--- src/rtl/l2_bank_responder_if.sv ---
// ============================================================================
// Module   : l2_bank_responder_if
// Brief    : Crossbar-side request/response bus and bank-side port bundle.
// Revision : 1.0
// ============================================================================
`default_nettype none

interface l2_bank_responder_if #(
  parameter int ID_WIDTH   = 20,
  parameter int ADDR_WIDTH = 12,
  parameter int DATA_WIDTH = 64,
  parameter int BE_WIDTH   = DATA_WIDTH / 8,
  parameter int TAG_WIDTH  = BE_WIDTH
) ();

  // Request from the arbitration tree
  logic                  data_req_i;
  logic [ADDR_WIDTH-1:0] data_add_i;
  logic                  data_wen_i;
  logic [DATA_WIDTH-1:0] data_wdata_i;
  logic [BE_WIDTH-1:0]   data_be_i;
  logic [TAG_WIDTH-1:0]  data_tag_i;
  logic [ID_WIDTH-1:0]   data_ID_i;
  logic                  data_gnt_o;

  // Response toward the masters
  logic [ID_WIDTH-1:0]   data_r_valid_o;
  logic [DATA_WIDTH-1:0] data_r_rdata_o;
  logic [TAG_WIDTH-1:0]  data_r_rtag_o;

  // SRAM bank controller side
  logic                  mem_req_o;
  logic                  mem_gnt_i;
  logic [ADDR_WIDTH-1:0] mem_add_o;
  logic                  mem_wen_o;
  logic [DATA_WIDTH-1:0] mem_wdata_o;
  logic [BE_WIDTH-1:0]   mem_be_o;
  logic                  mem_rvalid_i;
  logic [DATA_WIDTH-1:0] mem_rdata_i;

  logic                  err_o;

  modport slave (
    input  data_req_i, data_add_i, data_wen_i, data_wdata_i, data_be_i,
    input  data_tag_i, data_ID_i,
    output data_gnt_o,
    output data_r_valid_o, data_r_rdata_o, data_r_rtag_o,
    output mem_req_o, mem_add_o, mem_wen_o, mem_wdata_o, mem_be_o,
    input  mem_gnt_i, mem_rvalid_i, mem_rdata_i,
    output err_o
  );

  modport master (
    output data_req_i, data_add_i, data_wen_i, data_wdata_i, data_be_i,
    output data_tag_i, data_ID_i,
    input  data_gnt_o,
    input  data_r_valid_o, data_r_rdata_o, data_r_rtag_o,
    input  mem_req_o, mem_add_o, mem_wen_o, mem_wdata_o, mem_be_o,
    output mem_gnt_i, mem_rvalid_i, mem_rdata_i,
    input  err_o
  );

endinterface

`default_nettype wire

--- src/rtl/l2_bank_responder.sv ---
// ============================================================================
// Module   : l2_bank_responder
// Brief    : Bank-side responder; forwards granted requests, returns responses
//            in order as a one-hot valid vector.
// Revision : 1.0
// ============================================================================
`default_nettype none

module l2_bank_responder #(
  parameter int ID_WIDTH        = 20,
  parameter int ADDR_WIDTH      = 12,
  parameter int DATA_WIDTH      = 64,
  parameter int BE_WIDTH        = DATA_WIDTH / 8,
  parameter int TAG_WIDTH       = BE_WIDTH,
  parameter int MAX_OUTSTANDING = 4
) (
  input  logic                    clk,
  input  logic                    rst,
  l2_bank_responder_if.slave      bus
);

  localparam int PTR_W = (MAX_OUTSTANDING > 1) ? $clog2(MAX_OUTSTANDING) : 1;
  localparam int CNT_W = $clog2(MAX_OUTSTANDING + 1);

  localparam logic [PTR_W-1:0] PTR_LAST = PTR_W'(MAX_OUTSTANDING - 1);
  localparam logic [PTR_W-1:0] PTR_ONE  = PTR_W'(1);
  localparam logic [CNT_W-1:0] CNT_FULL = CNT_W'(MAX_OUTSTANDING);
  localparam logic [CNT_W-1:0] CNT_ONE  = CNT_W'(1);

  // In-flight transaction tracking
  logic [ID_WIDTH-1:0]   id_mem_q  [MAX_OUTSTANDING];
  logic [ID_WIDTH-1:0]   id_mem_d  [MAX_OUTSTANDING];
  logic [TAG_WIDTH-1:0]  tag_mem_q [MAX_OUTSTANDING];
  logic [TAG_WIDTH-1:0]  tag_mem_d [MAX_OUTSTANDING];
  logic [PTR_W-1:0]      wr_ptr_q, wr_ptr_d;
  logic [PTR_W-1:0]      rd_ptr_q, rd_ptr_d;
  logic [CNT_W-1:0]      count_q,  count_d;

  // Registered response and error state
  logic [ID_WIDTH-1:0]   r_valid_q, r_valid_d;
  logic [DATA_WIDTH-1:0] r_rdata_q, r_rdata_d;
  logic [TAG_WIDTH-1:0]  r_rtag_q,  r_rtag_d;
  logic                  err_q,     err_d;

  logic                  full;
  logic                  empty;
  logic                  push;
  logic                  pop;

  // Explicit wrap so non-power-of-two depths cycle correctly
  function automatic logic [PTR_W-1:0] ptr_inc(input logic [PTR_W-1:0] p);
    return (p == PTR_LAST) ? '0 : p + PTR_ONE;
  endfunction

  always_comb begin
    full  = (count_q == CNT_FULL);
    empty = (count_q == '0);
    push  = bus.data_req_i & bus.mem_gnt_i & ~full;
    pop   = bus.mem_rvalid_i & ~empty;
  end

  assign bus.mem_req_o      = bus.data_req_i & ~full;
  assign bus.data_gnt_o     = push;
  assign bus.mem_add_o      = bus.data_add_i;
  assign bus.mem_wen_o      = bus.data_wen_i;
  assign bus.mem_wdata_o    = bus.data_wdata_i;
  assign bus.mem_be_o       = bus.data_be_i;
  assign bus.data_r_valid_o = r_valid_q;
  assign bus.data_r_rdata_o = r_rdata_q;
  assign bus.data_r_rtag_o  = r_rtag_q;
  assign bus.err_o          = err_q;

  always_comb begin
    id_mem_d  = id_mem_q;
    tag_mem_d = tag_mem_q;
    wr_ptr_d  = wr_ptr_q;
    rd_ptr_d  = rd_ptr_q;
    count_d   = count_q;
    r_valid_d = '0;
    r_rdata_d = r_rdata_q;
    r_rtag_d  = r_rtag_q;
    err_d     = err_q | (bus.mem_rvalid_i & empty);

    if (push) begin
      id_mem_d[wr_ptr_q]  = bus.data_ID_i;
      tag_mem_d[wr_ptr_q] = bus.data_tag_i;
      wr_ptr_d            = ptr_inc(wr_ptr_q);
    end

    if (pop) begin
      r_valid_d = id_mem_q[rd_ptr_q];
      r_rdata_d = bus.mem_rdata_i;
      r_rtag_d  = tag_mem_q[rd_ptr_q];
      rd_ptr_d  = ptr_inc(rd_ptr_q);
    end

    case ({push, pop})
      2'b10:   count_d = count_q + CNT_ONE;
      2'b01:   count_d = count_q - CNT_ONE;
      default: count_d = count_q;
    endcase
  end

  always_ff @(posedge clk or posedge rst) begin
    if (rst) begin
      for (int i = 0; i < MAX_OUTSTANDING; i++) begin
        id_mem_q[i]  <= '0;
        tag_mem_q[i] <= '0;
      end
      wr_ptr_q  <= '0;
      rd_ptr_q  <= '0;
      count_q   <= '0;
      r_valid_q <= '0;
      r_rdata_q <= '0;
      r_rtag_q  <= '0;
      err_q     <= 1'b0;
    end else begin
      id_mem_q  <= id_mem_d;
      tag_mem_q <= tag_mem_d;
      wr_ptr_q  <= wr_ptr_d;
      rd_ptr_q  <= rd_ptr_d;
      count_q   <= count_d;
      r_valid_q <= r_valid_d;
      r_rdata_q <= r_rdata_d;
      r_rtag_q  <= r_rtag_d;
      err_q     <= err_d;
    end
  end

endmodule

`default_nettype wire
--- src/flat_wrapper.sv ---
// flat-port wrapper written by rule: the top's interface ports become plain ports
module l2_bank_responder_flat 
#(
  parameter int ID_WIDTH        = 20,
  parameter int ADDR_WIDTH      = 12,
  parameter int DATA_WIDTH      = 64,
  parameter int BE_WIDTH        = DATA_WIDTH / 8,
  parameter int TAG_WIDTH       = BE_WIDTH,
  parameter int MAX_OUTSTANDING = 4
)
  (clk, rst, bus_data_req_i, bus_data_add_i, bus_data_wen_i, bus_data_wdata_i, bus_data_be_i, bus_data_tag_i, bus_data_ID_i, bus_data_gnt_o, bus_data_r_valid_o, bus_data_r_rdata_o, bus_data_r_rtag_o, bus_mem_req_o, bus_mem_add_o, bus_mem_wen_o, bus_mem_wdata_o, bus_mem_be_o, bus_mem_gnt_i, bus_mem_rvalid_i, bus_mem_rdata_i, bus_err_o);
  l2_bank_responder_if #(.ID_WIDTH(ID_WIDTH), .ADDR_WIDTH(ADDR_WIDTH), .DATA_WIDTH(DATA_WIDTH), .BE_WIDTH(BE_WIDTH), .TAG_WIDTH(TAG_WIDTH)) bus_i ();
  input  logic clk;
  input  logic rst;
  input wire logic [$bits(bus_i.data_req_i)-1:0] bus_data_req_i;
  input wire logic [$bits(bus_i.data_add_i)-1:0] bus_data_add_i;
  input wire logic [$bits(bus_i.data_wen_i)-1:0] bus_data_wen_i;
  input wire logic [$bits(bus_i.data_wdata_i)-1:0] bus_data_wdata_i;
  input wire logic [$bits(bus_i.data_be_i)-1:0] bus_data_be_i;
  input wire logic [$bits(bus_i.data_tag_i)-1:0] bus_data_tag_i;
  input wire logic [$bits(bus_i.data_ID_i)-1:0] bus_data_ID_i;
  output wire logic [$bits(bus_i.data_gnt_o)-1:0] bus_data_gnt_o;
  output wire logic [$bits(bus_i.data_r_valid_o)-1:0] bus_data_r_valid_o;
  output wire logic [$bits(bus_i.data_r_rdata_o)-1:0] bus_data_r_rdata_o;
  output wire logic [$bits(bus_i.data_r_rtag_o)-1:0] bus_data_r_rtag_o;
  output wire logic [$bits(bus_i.mem_req_o)-1:0] bus_mem_req_o;
  output wire logic [$bits(bus_i.mem_add_o)-1:0] bus_mem_add_o;
  output wire logic [$bits(bus_i.mem_wen_o)-1:0] bus_mem_wen_o;
  output wire logic [$bits(bus_i.mem_wdata_o)-1:0] bus_mem_wdata_o;
  output wire logic [$bits(bus_i.mem_be_o)-1:0] bus_mem_be_o;
  input wire logic [$bits(bus_i.mem_gnt_i)-1:0] bus_mem_gnt_i;
  input wire logic [$bits(bus_i.mem_rvalid_i)-1:0] bus_mem_rvalid_i;
  input wire logic [$bits(bus_i.mem_rdata_i)-1:0] bus_mem_rdata_i;
  output wire logic [$bits(bus_i.err_o)-1:0] bus_err_o;
  assign bus_i.data_req_i = bus_data_req_i;
  assign bus_i.data_add_i = bus_data_add_i;
  assign bus_i.data_wen_i = bus_data_wen_i;
  assign bus_i.data_wdata_i = bus_data_wdata_i;
  assign bus_i.data_be_i = bus_data_be_i;
  assign bus_i.data_tag_i = bus_data_tag_i;
  assign bus_i.data_ID_i = bus_data_ID_i;
  assign bus_data_gnt_o = bus_i.data_gnt_o;
  assign bus_data_r_valid_o = bus_i.data_r_valid_o;
  assign bus_data_r_rdata_o = bus_i.data_r_rdata_o;
  assign bus_data_r_rtag_o = bus_i.data_r_rtag_o;
  assign bus_mem_req_o = bus_i.mem_req_o;
  assign bus_mem_add_o = bus_i.mem_add_o;
  assign bus_mem_wen_o = bus_i.mem_wen_o;
  assign bus_mem_wdata_o = bus_i.mem_wdata_o;
  assign bus_mem_be_o = bus_i.mem_be_o;
  assign bus_i.mem_gnt_i = bus_mem_gnt_i;
  assign bus_i.mem_rvalid_i = bus_mem_rvalid_i;
  assign bus_i.mem_rdata_i = bus_mem_rdata_i;
  assign bus_err_o = bus_i.err_o;
  l2_bank_responder #(.ID_WIDTH(ID_WIDTH), .ADDR_WIDTH(ADDR_WIDTH), .DATA_WIDTH(DATA_WIDTH), .BE_WIDTH(BE_WIDTH), .TAG_WIDTH(TAG_WIDTH), .MAX_OUTSTANDING(MAX_OUTSTANDING)) u_core (.clk(clk), .rst(rst), .bus(bus_i));
endmodule
--- config.mk ---
export PLATFORM = sky130hd
export DESIGN_NAME = l2_bank_responder_flat
export DESIGN_NICKNAME = d
export VERILOG_FILES = /design/src/rtl/l2_bank_responder_if.sv /design/src/rtl/l2_bank_responder.sv /design/src/flat_wrapper.sv
export SDC_FILE = /design/constraint.sdc
export NUM_CORES = 1
export LEC_CHECK = 0
export BUFFER_PORTS_ARGS = -buffer_cell sky130_fd_sc_hd__buf_2
export CAP_MARGIN = 30
export CORE_UTILIZATION = 48
export DETAILED_ROUTE_END_ITERATION = 16
export PLACE_DENSITY = 0.79
export SYNTH_ARGS = -nofsm -noshare
export SYNTH_HDL_FRONTEND = slang
export SYNTH_SLANG_ARGS = --single-unit
--- constraint.sdc ---
create_clock -name clk -period 11.85 [get_ports clk]
set_input_delay 1.185 -clock clk [delete_from_list [all_inputs] [get_ports clk]]
set_output_delay 1.185 -clock clk [all_outputs]
set_load 0.005 [all_outputs]
==> results.cfg, run 1 <==
[placed_design]
portBuffers = 191
dp.cells = 938
gp_congestion = 0.844
dpl_cell_area_sq_um = 9900
dpl.hpwl_um = 15700

[drt]
vias = 5103
vias_per_cell = 5.20
wl_per_cell_um = 22.6
drt_iter0_drc = 178
drt-total-wl_um = 22100
dr.pass1.iters = 4
drc = 0
postRouteAntennaNets = 0

[power_and_ir_drop]
power_density_nw_per_um2 = 259
vdd_ir_drop_max_v = 0.000135
p_leak_nw = 4.96
finalPower_mw = 2.77

[yosys]
synth_largest_area_cell = dfrtp_1
avgSynthCellArea_sq_um = 15.8
ys_warn_count = 0
syn_inst = 592
yosysTopAreaCellShare_pct = 56.8
syn_nets = 781
synthTopCellsByArea = dfrtp_1 57%, mux2_2 20%, buf_4 7.3%
ys_ff_latch = 212
synthDistinctLibCells = 26
seq_area_frac_synth_pct = 56.8
syn_area_sq_um = 9330

[floorplan]
dieWidth_um = 141
core-area_sq_um = 18900
dieArea_sq_um = 20000
start_util_pct = 49.4
die_h_um = 141
design.portCount = 362
row_count = 50

[timing]
hold_viol = 0
fin_crit_ns = 3.03
slew_viol_final = 0
post-route-period-util_pct = 25.6
setup_viol = 0
worst_slew_pin_slew_ns = 0.838
setup_tns_ns = 0
fmax_ghz = 0.330
max-slew-margin-rel_pct = 44.1
rsz0062_at_grt = false
skew_ns = 0.00910

[setup_path]
arrival_ns = 1.85
crit_required_ns = 10.67
startpoint_type = register
max_stage_delay_ns = 0.53
path_cells = or3b_1 -> nand3_1 -> inv_1 -> buf_2
endpoint_kind = output pin
slowest_stage = or3b_1
worstSetupPathType = reg2out
crit_fanout = 6
crit_start = u_core.count_q[0]
worstReg2RegStart = u_core.count_q[0]

[clock_tree]
postCtsSetupRepairBufs = 0
cts.repair.resized = 0
clkSinkCount = 212
postCtsHoldBufs = 0
cts_max_path_buffers = 3
h-tree-depth = 1
path_clk_slew_ns = 0.06
clock_latency_ns = 0.49
cts_buffers = 22
cts_tree = done
cts_root_buf = clkbuf_16

[grt]
antenna_found_initial = 2
grt_max_degree = 133
grt.overflow.total = 0
grt_pass1_wl_um = 33200
track_usage_pct = 22.2
grt_pass1_vias = 5653

[layout]
areaGrowthSynthToFinish_pct = 14.4
fin_cells = 981
drive_gt1_share_pct = 62.8
fin_nets = 893
stdcell_area_sq_um = 10700
final_cell_mix = 210 x dfrtp_1, 191 x buf_2, 167 x mux2_2
mostFrequentLayoutCell = dfrtp_1

[min_path]
hold_path_startpoint = u_core.bus.err_o
hold_path.class = reg2reg

[flow_run]
cap_viol_max_count = 0

[outcome]
outcome = completed
critical path, delay by kind of cell (launching register included):
kind / cells / cell delay [ns]
AND/OR/NAND/NOR: 2 / 0.69
buffers and inverters: 2 / 0.22
flip-flops: 1 / 0.45
logic make-up after synthesis:
family,count (synthesis),synth area share (%)
AO/OA/AOI/OAI,3,0.295
XOR/XNOR,3,0.282
adder cells (fa/ha/maj),7,1.02
buffers and inverters,120,9.06
flip-flops,212,56.8
multiplexers,216,30.2
AND/OR/NAND/NOR,31,2.27
path summary, 6_finish.rpt:
check,to,slack [ns],cells past startpoint
max,bus_data_gnt_o,8.82,4
min,u_core.bus.err_o,0.48,1
max reg2reg,u_core.bus.data_r_rdata_o[55],9.38,4
min reg2reg,u_core.bus.err_o,0.48,1
max in group asynchronous,u_core.tag_mem_q[6],9.71,5
min in group asynchronous,u_core.bus.data_r_rdata_o[0],0.57,2
Yosys cell counts:
master / n
and2_1: 1
clkbuf_1: 11
inv_1: 8
mux2_4: 20
nor2_1: 2
xnor2_1: 1
or3b_1: 1
buf_6: 2
nor2b_1: 20
mux4_2: 28
buf_1: 1
o31ai_2: 1
buf_2: 5
mux2_2: 167
ha_1: 6
nand4_2: 3
nand3_1: 1
dfrtp_1: 212
nor3_1: 2
xor2_1: 2
and4_4: 1
buf_12: 2
fa_1: 1
buf_4: 91
a21o_1: 2
mux2i_1: 1
per-stage QoR:
step | worst slack (ns) | hold WS, ns | util [%]
global placement | 8.80 | 0.435 | 52.2
floorplan | 4.87 | 0.451 | -
CTS | 8.80 | 0.477 | 56.2
detailed placement | 8.74 | 0.464 | 52.4
global route | 8.74 | 0.505 | 56.5
finish | 8.82 | 0.485 | 56.5
per-layer routing:
layer / vias to the layer above / part of all wire (%) / track usage, %
li1: 2224 / - / -
met1: 2622 / 36 / 25.7
met2: 214 / 49 / 36.6
met3: 39 / 12 / 10.9
met4: 4 / 1.7 / 5.15
met5: - / 0.56 / 4.26
where the power goes:
| part | switching [mW] | total (mW) | internal (mW) |
|---|---|---|---|
| clock | 0.265 | 0.676 | 0.411 |
| combinational | 0.300 | 0.855 | 0.555 |
| sequential | 0.199 | 1.24 | 1.04 |
| total | 0.764 | 2.77 | 2.00 |
state kept, by name, summed over array words and instances (netlist names):
name                       count
u_core.tag_mem_q              32
u_core.bus.err_o               1
u_core.id_mem_q               80
u_core.bus.data_r_rtag_o       8
u_core.bus.data_r_valid_o     20
u_core.count_q                 3
u_core.bus.data_r_rdata_o     64
u_core.wr_ptr_q                2
u_core.rd_ptr_q                2
final cells by class:
cell class	instances	area [sq um]
Inverter	8	37.5
Sequential cell	212	5310
Clock inverter	1	30.0
Tap cell	260	325
Timing Repair Buffer	200	1100
Multi-Input combinational cell	260	3190
Antenna cell	1	2.50
Clock buffer	39	686
Fill cell	1551	8220
Power figures use the tool's default switching activity.
==> inputs of run 2 (changes only) <==
Settings changed: CORE_UTILIZATION 48 to 44, PLACE_DENSITY 0.79 to 0.76.
Clock period 11.85 ns to 2.6 ns, I/O delays scaled along.
==> run 2 against run 1 <==
  * Combinational power grew to 4.8 times the previous value
  * Via count rose by 5.7%
  * First-iteration DRC count up 16%
  * Clock power rose to 5.0 times the previous value
==> results.cfg, run 2 (same netlist as run 1, synthesis figures left out) <==
[timing]
fmax_ghz = 0.444
rsz0062_at_grt = false
worst_slew_pin_slew_ns = 0.705
setup_tns_ns = 0
hold_viol = 0
fin_crit_ns = 2.25
slew_viol_final = 0
post-route-period-util_pct = 86.6
skew_ns = 0.0189
setup_viol = 0
max-slew-margin-rel_pct = 52.9

[layout]
fill_cells = 1666
largest_reg_flops = 80
fin_cells = 1056
areaGrowthSynthToFinish_pct = 22.3
top_register = u_core.id_mem_q
mostFrequentLayoutCell = dfrtp_1
fin_util_pct = 55.7
drive_gt1_share_pct = 60.0
stdcell_area_sq_um = 11400
fin_nets = 957
final_cell_mix = 211 x dfrtp_1, 191 x buf_2, 167 x mux2_2

[flow_run]
cap_viol_max_count = 0

[drt]
drc = 0
postRouteAntennaNets = 0
drt-met1-wl_um = 8700
wl_per_cell_um = 21.9
vias = 5395
drt-total-wl_um = 23200
top_layer = met5
wl_met3_um = 2760
dr.pass1.iters = 4
drt_iter0_drc = 206
routed-wl-met2_um = 11100
vias_per_cell = 5.11

[setup_path]
slowest_stage = or3b_1
crit_required_ns = 3.04
startpoint_type = register
max_stage_delay_ns = 0.53
crit_fanout = 6
worstReg2RegStart = u_core.count_q[0]
crit_top_cell = xor2_1
endpoint_kind = register
reg2reg_depth = 8
path_cells = or3b_1 -> nand3_1 -> ha_1 -> inv_1 -> fa_1 -> xor2_1 -> nor2_1 -> xor2_1
crit_start = u_core.count_q[0]
cp-endpoint = u_core.count_q[2]
r2r_slack_ns = 0.35
worstSetupPathType = reg2reg
arrival_ns = 2.69
r2r-end = u_core.count_q[2]

[power_and_ir_drop]
p_sw_share_pct = 27.5
sequentialPowerShare_pct = 42.4
p_clk_share_pct = 26.2
vdd_ir_drop_max_v = 0.000636
p_int_mw = 9.44
power_density_nw_per_um2 = 1140
power_switching_mw = 3.58
p_leak_nw = 5.30
combPwrFrac_pct = 31.4

[grt]
grt.overflow.total = 0
grt_pass1_wl_um = 35100
grt_max_degree = 60
grt_pass1_vias = 5794
antenna_found_initial = 2
track_usage_pct = 21.4

[clock_tree]
cts_root_buf = clkbuf_16
clock_latency_ns = 0.51
cts_max_path_buffers = 3
cts_tree = done
cts.repair.resized = 0
clkSinkCount = 212
h-tree-depth = 1
cts_buffers = 23
path_clk_slew_ns = 0.06

[outcome]
outcome = completed

[floorplan]
start_util_pct = 45.5
row_count = 52
dieArea_sq_um = 21800
core-area_sq_um = 20500
design.portCount = 362
dieWidth_um = 148
die_h_um = 148

[placed_design]
dp.cells = 960
dpl.hpwl_um = 16200
dpl_cell_area_sq_um = 10100
gp_congestion = 0.845
portBuffers = 191

[min_path]
worstHoldPathCells = 2
hold_path.class = in2reg
-- run 2: changes by cell type in the layout (fill, tap and decap cells not counted) --
cell           before  now
dfrtp_1           210  211
clkinvlp_4          0    1
dlygate4sd3_1       0   53
bufinv_16           1    3
clkbuf_1           11    3
clkbuf_8            5    6
clkinv_2            0    5
buf_4               5   10
inv_6               0    1
clkinv_4            0    1
buf_12              1    9
buf_16              3    0
dfrtp_2             2    1
inv_8               1    0
-- run 2: layout make-up --
type / count / area (sq um) / share of cell area, %
Clock buffer: 32 / 669 / 5.86
Multi-Input combinational cell: 260 / 3190 / 28.0
Sequential cell: 212 / 5310 / 46.5
Clock inverter: 10 / 133 / 1.16
Timing Repair Buffer: 263 / 1740 / 15.3
Tap cell: 270 / 338 / 2.96
Antenna cell: 1 / 2.50 / 0.0219
Inverter: 8 / 33.8 / 0.296
-- run 2: worst max-delay path: cells and delay by family, from the launching register on --
family	cells	cell delay, ns
DFF	1	0.45
buffers and inverters	1	0.06
xor gates and xnor gates	2	0.30
and+or+nand+nor	3	0.82
adders and majority gates	2	0.57
-- run 2: how the worst min path moves through the flow --
stage                             start  slack (ns)                       endpoint
global route        bus_mem_rdata_i[18]      0.0007  u_core.bus.data_r_rdata_o[18]
CTS                 bus_mem_rdata_i[27]       0.002  u_core.bus.data_r_rdata_o[27]
global placement                    rst        0.41   u_core.bus.data_r_rdata_o[3]
detailed placement                  rst        0.42            u_core.id_mem_q[39]
floorplan              bus_mem_rvalid_i        0.38               u_core.bus.err_o
finish              bus_mem_rdata_i[28]        0.01  u_core.bus.data_r_rdata_o[28]
-- run 2: timing repair --
item | in CTS | in global routing
setup buffers | 0 | 0
hold buffers | 51 | 2
hold endpoints to repair | 68 | 2
-- run 2: power groups by stage --
stage	sequential [mW]	combinational, mW	clock [mW]
6_report	5.52	4.09	3.41
5_1_grt	5.69	4.43	3.63
4_1_cts	5.52	4.15	3.49
3_5_place_dp	5.54	4.07	0
3_3_place_gp	5.50	3.98	0
2_1_floorplan	5.33	3.03	0
-- run 2: stage by stage --
| step | total power [mW] | worst slack (ns) | hold slack, ns |
|---|---|---|---|
| 6_report | 13.0 | 0.349 | 0.0130 |
| 5_1_grt | 13.8 | 0.269 | 0.000661 |
| 4_1_cts | 13.2 | 0.351 | 0.00189 |
| 3_5_place_dp | 9.61 | 0.371 | 0.417 |
| 3_3_place_gp | 9.48 | 0.439 | 0.414 |
| 2_1_floorplan | 8.37 | -0.416 | 0.377 |
-- run 2: per-layer routing --
layer | GRT usage [%] | vias to the layer above
li1 | - | 2361
met1 | 24.6 | 2736
met2 | 35.0 | 246
met3 | 11.0 | 48
met4 | 5.62 | 4
met5 | 2.27 | -
==> inputs of run 3 (changes only) <==
Settings changed: ABC_AREA from default to 1, CORE_UTILIZATION 44 to 45, SETUP_SLACK_MARGIN from default to 0.5.
==> run 3 against run 2 <==
  * Maximum frequency grew 15%
  * Sequential share of layout area shrank 3.0 points
  * Design area grew 6.9%
  * Critical path type unchanged
  * Routed wire length grew 18%
  * The run now ends with design-rule violations left
  * Sequential cell count is the same
  * Power grew 6.6%
  * Highest routed layer is now met4
  * Register-to-register slack gained 0.30 ns
==> results.cfg, run 3 <==
[floorplan]
start_util_pct = 46.2
die_h_um = 152
core-area_sq_um = 22000
design.portCount = 362
row_count = 54
dieWidth_um = 152
dieArea_sq_um = 23200

[yosys]
yosysTopAreaCellShare_pct = 52.2
avgSynthCellArea_sq_um = 8.00
yosysMostFrequentCell = nand2_1
synthTopCellsByArea = dfrtp_1 52%, nand2_1 23%, nand4_1 6.9%
synth_largest_area_cell = dfrtp_1
synthArstFlopShare_pct = 100
synthDistinctLibCells = 26
synth-edff-count = 0
seq_area_frac_synth_pct = 52.2
ys_warn_count = 0
netlist_top_cells_count = 613 x nand2_1, 212 x dfrtp_1, 112 x nand4_1, 91 x buf_4, 82 x inv_1
syn_area_sq_um = 10200
syn_inst = 1269
ys_ff_latch = 212
synthFlopType = dfrtp_1
syn_nets = 1458

[placed_design]
pre_cts_slack_ns = 0.413
dpl.hpwl_um = 15700
dpl_cell_area_sq_um = 10700
portBuffers = 191
gp_congestion = 0.788

[outcome]
violations = design-rule violations
outcome = finished, violations left

[setup_path]
startpoint_type = register
endpoint_kind = register
worstSetupPathType = reg2reg
arrival_ns = 2.37
crit_required_ns = 3.02
crit_fanout = 8

[timing]
skew_ns = 0.0180
rsz0062_at_grt = false
max-slew-margin-rel_pct = 54.4
fmax_ghz = 0.512
hold_viol = 0
slew_viol_final = 0
setup_viol = 0
fin_crit_ns = 1.95
post-route-period-util_pct = 75.1
fin_ws_ns = 0.646
worst_slew_pin_slew_ns = 0.684

[power_and_ir_drop]
p_leak_nw = 6.79
power_switching_mw = 5.40
finalPower_mw = 13.9
vdd_ir_drop_max_v = 0.000485
power_density_nw_per_um2 = 1140
p_clk_share_pct = 22.9
combPwrFrac_pct = 37.5
sequentialPowerShare_pct = 39.6
p_sw_share_pct = 38.9
p_int_mw = 8.47

[drt]
wl_per_cell_um = 16.0
dr.pass1.iters = 12
drt-total-wl_um = 27400
postRouteAntennaNets = 0
vias = 8950
drt_iter0_drc = 833
vias_per_cell = 5.22
drc = 17

[layout]
fin_nets = 1605
stdcell_area_sq_um = 12200
fill_cells = 1924
drive_gt1_share_pct = 18.9
areaGrowthSynthToFinish_pct = 20.1
largest_reg_flops = 80
mostFrequentLayoutCell = nand2_1
final_cell_mix = 611 x nand2_1, 210 x dfrtp_1, 191 x buf_2
top_register = u_core.id_mem_q

[clock_tree]
cts_root_buf = clkbuf_16
h-tree-depth = 1
path_clk_slew_ns = 0.06
cts_tree = done
clock_latency_ns = 0.52
clkSinkCount = 212
cts_buffers = 24
cts_max_path_buffers = 3

[grt]
grt.overflow.total = 0
track_usage_pct = 23.7
grt_max_degree = 77
antenna_found_initial = 2
grt_pass1_vias = 8914
grt_pass1_wl_um = 44800

[flow_run]
cap_viol_max_count = 0

[min_path]
hold_path.class = in2reg
## run 3: changes by cell type after synthesis, sizes merged, moves of 21 or more
cell,change
nand2,+614
mux2,-187
mux4,-28
a21oi,+21
nand3,+40
buf,+35
nand4,+109
inv,+77
## run 3: timing repair
action,4_1_cts,5_1_grt
buffers inserted,0,5
setup endpoints to repair,2,29
hold endpoints to repair,77,0
pin swaps,1,2
hold buffers,65,0
resized for setup,2,2
gates cloned,0,1
## run 3: kinds of logic after synthesis
kind of cell	share of synthesized area, %
compound gates	1.42
flops	52.2
xor+xnor	0.173
buf+inv	13.1
simple gates	32.1
fa+ha+maj	0.937
## run 3: per-layer routing
layer  share of wire [%]  GRT usage [%]  vias up
met1                  40           29.9     4257
met2                  49           39.6      407
met4                 3.4           11.2        0
met3                 8.0           4.27       77
met5                   0              0        -
li1                    -              -     4209
## run 3: per-stage QoR
step / utilization [%] / setup TNS [ns] / hold slack, ns / instances
after floorplan: - / -88.23 / 0.370 / 1269
after global placement: 48.9 / 0 / 0.334 / 1599
after detailed placement: 48.9 / 0 / 0.333 / 1599
after CTS: 55.3 / 0 / 0.0153 / 1706
after global routing: 55.5 / 0 / 0.0226 / 1714
final: 55.5 / 0 / 0.0227 / 1714
## run 3: cell type report
class	instances	area, sq um	share of cell area [%]
Antenna cell	2	5.00	0.0410
Clock buffer	39	718	5.89
Clock inverter	3	18.8	0.154
Inverter	86	328	2.69
Multi-Input combinational cell	807	3560	29.2
Sequential cell	212	5310	43.5
Tap cell	280	350	2.87
Timing Repair Buffer	285	1910	15.7
## run 3: final timing paths
path | startpoint | endpoint | slack [ns] | cells after the start
min reg2reg | u_core.tag_mem_q[2] | u_core.tag_mem_q[2] | 0.47 | 2
min in group asynchronous | rst | u_core.tag_mem_q[6] | 0.35 | 3
max reg2reg | u_core.count_q[0] | u_core.count_q[2] | 0.65 | 10
max | u_core.count_q[0] | u_core.count_q[2] | 0.65 | 10
min | bus_data_ID_i[7] | u_core.id_mem_q[67] | 0.02 | 3
max in group asynchronous | rst | u_core.tag_mem_q[13] | 1.57 | 4
## run 3: critical path, cell delays in order, from the launching register on
cell,delay [ns]
dfrtp_1,0.42
nor2_4,0.25
nand2_8,0.10
nand2_4,0.09
ha_1,0.16
inv_1,0.07
fa_1,0.40
inv_1,0.09
nand2_1,0.05
nand3_1,0.08
xor2_1,0.17
## run 3: power by group through the flow
| stage | logic [mW] | registers [mW] | clock network (mW) |
|---|---|---|---|
| after floorplan | 3.37 | 5.44 | 0 |
| after global placement | 4.86 | 5.42 | 0 |
| after detailed placement | 4.98 | 5.48 | 0 |
| after CTS | 5.12 | 5.46 | 3.25 |
| after global routing | 5.89 | 5.65 | 3.38 |
| final | 5.20 | 5.49 | 3.18 |
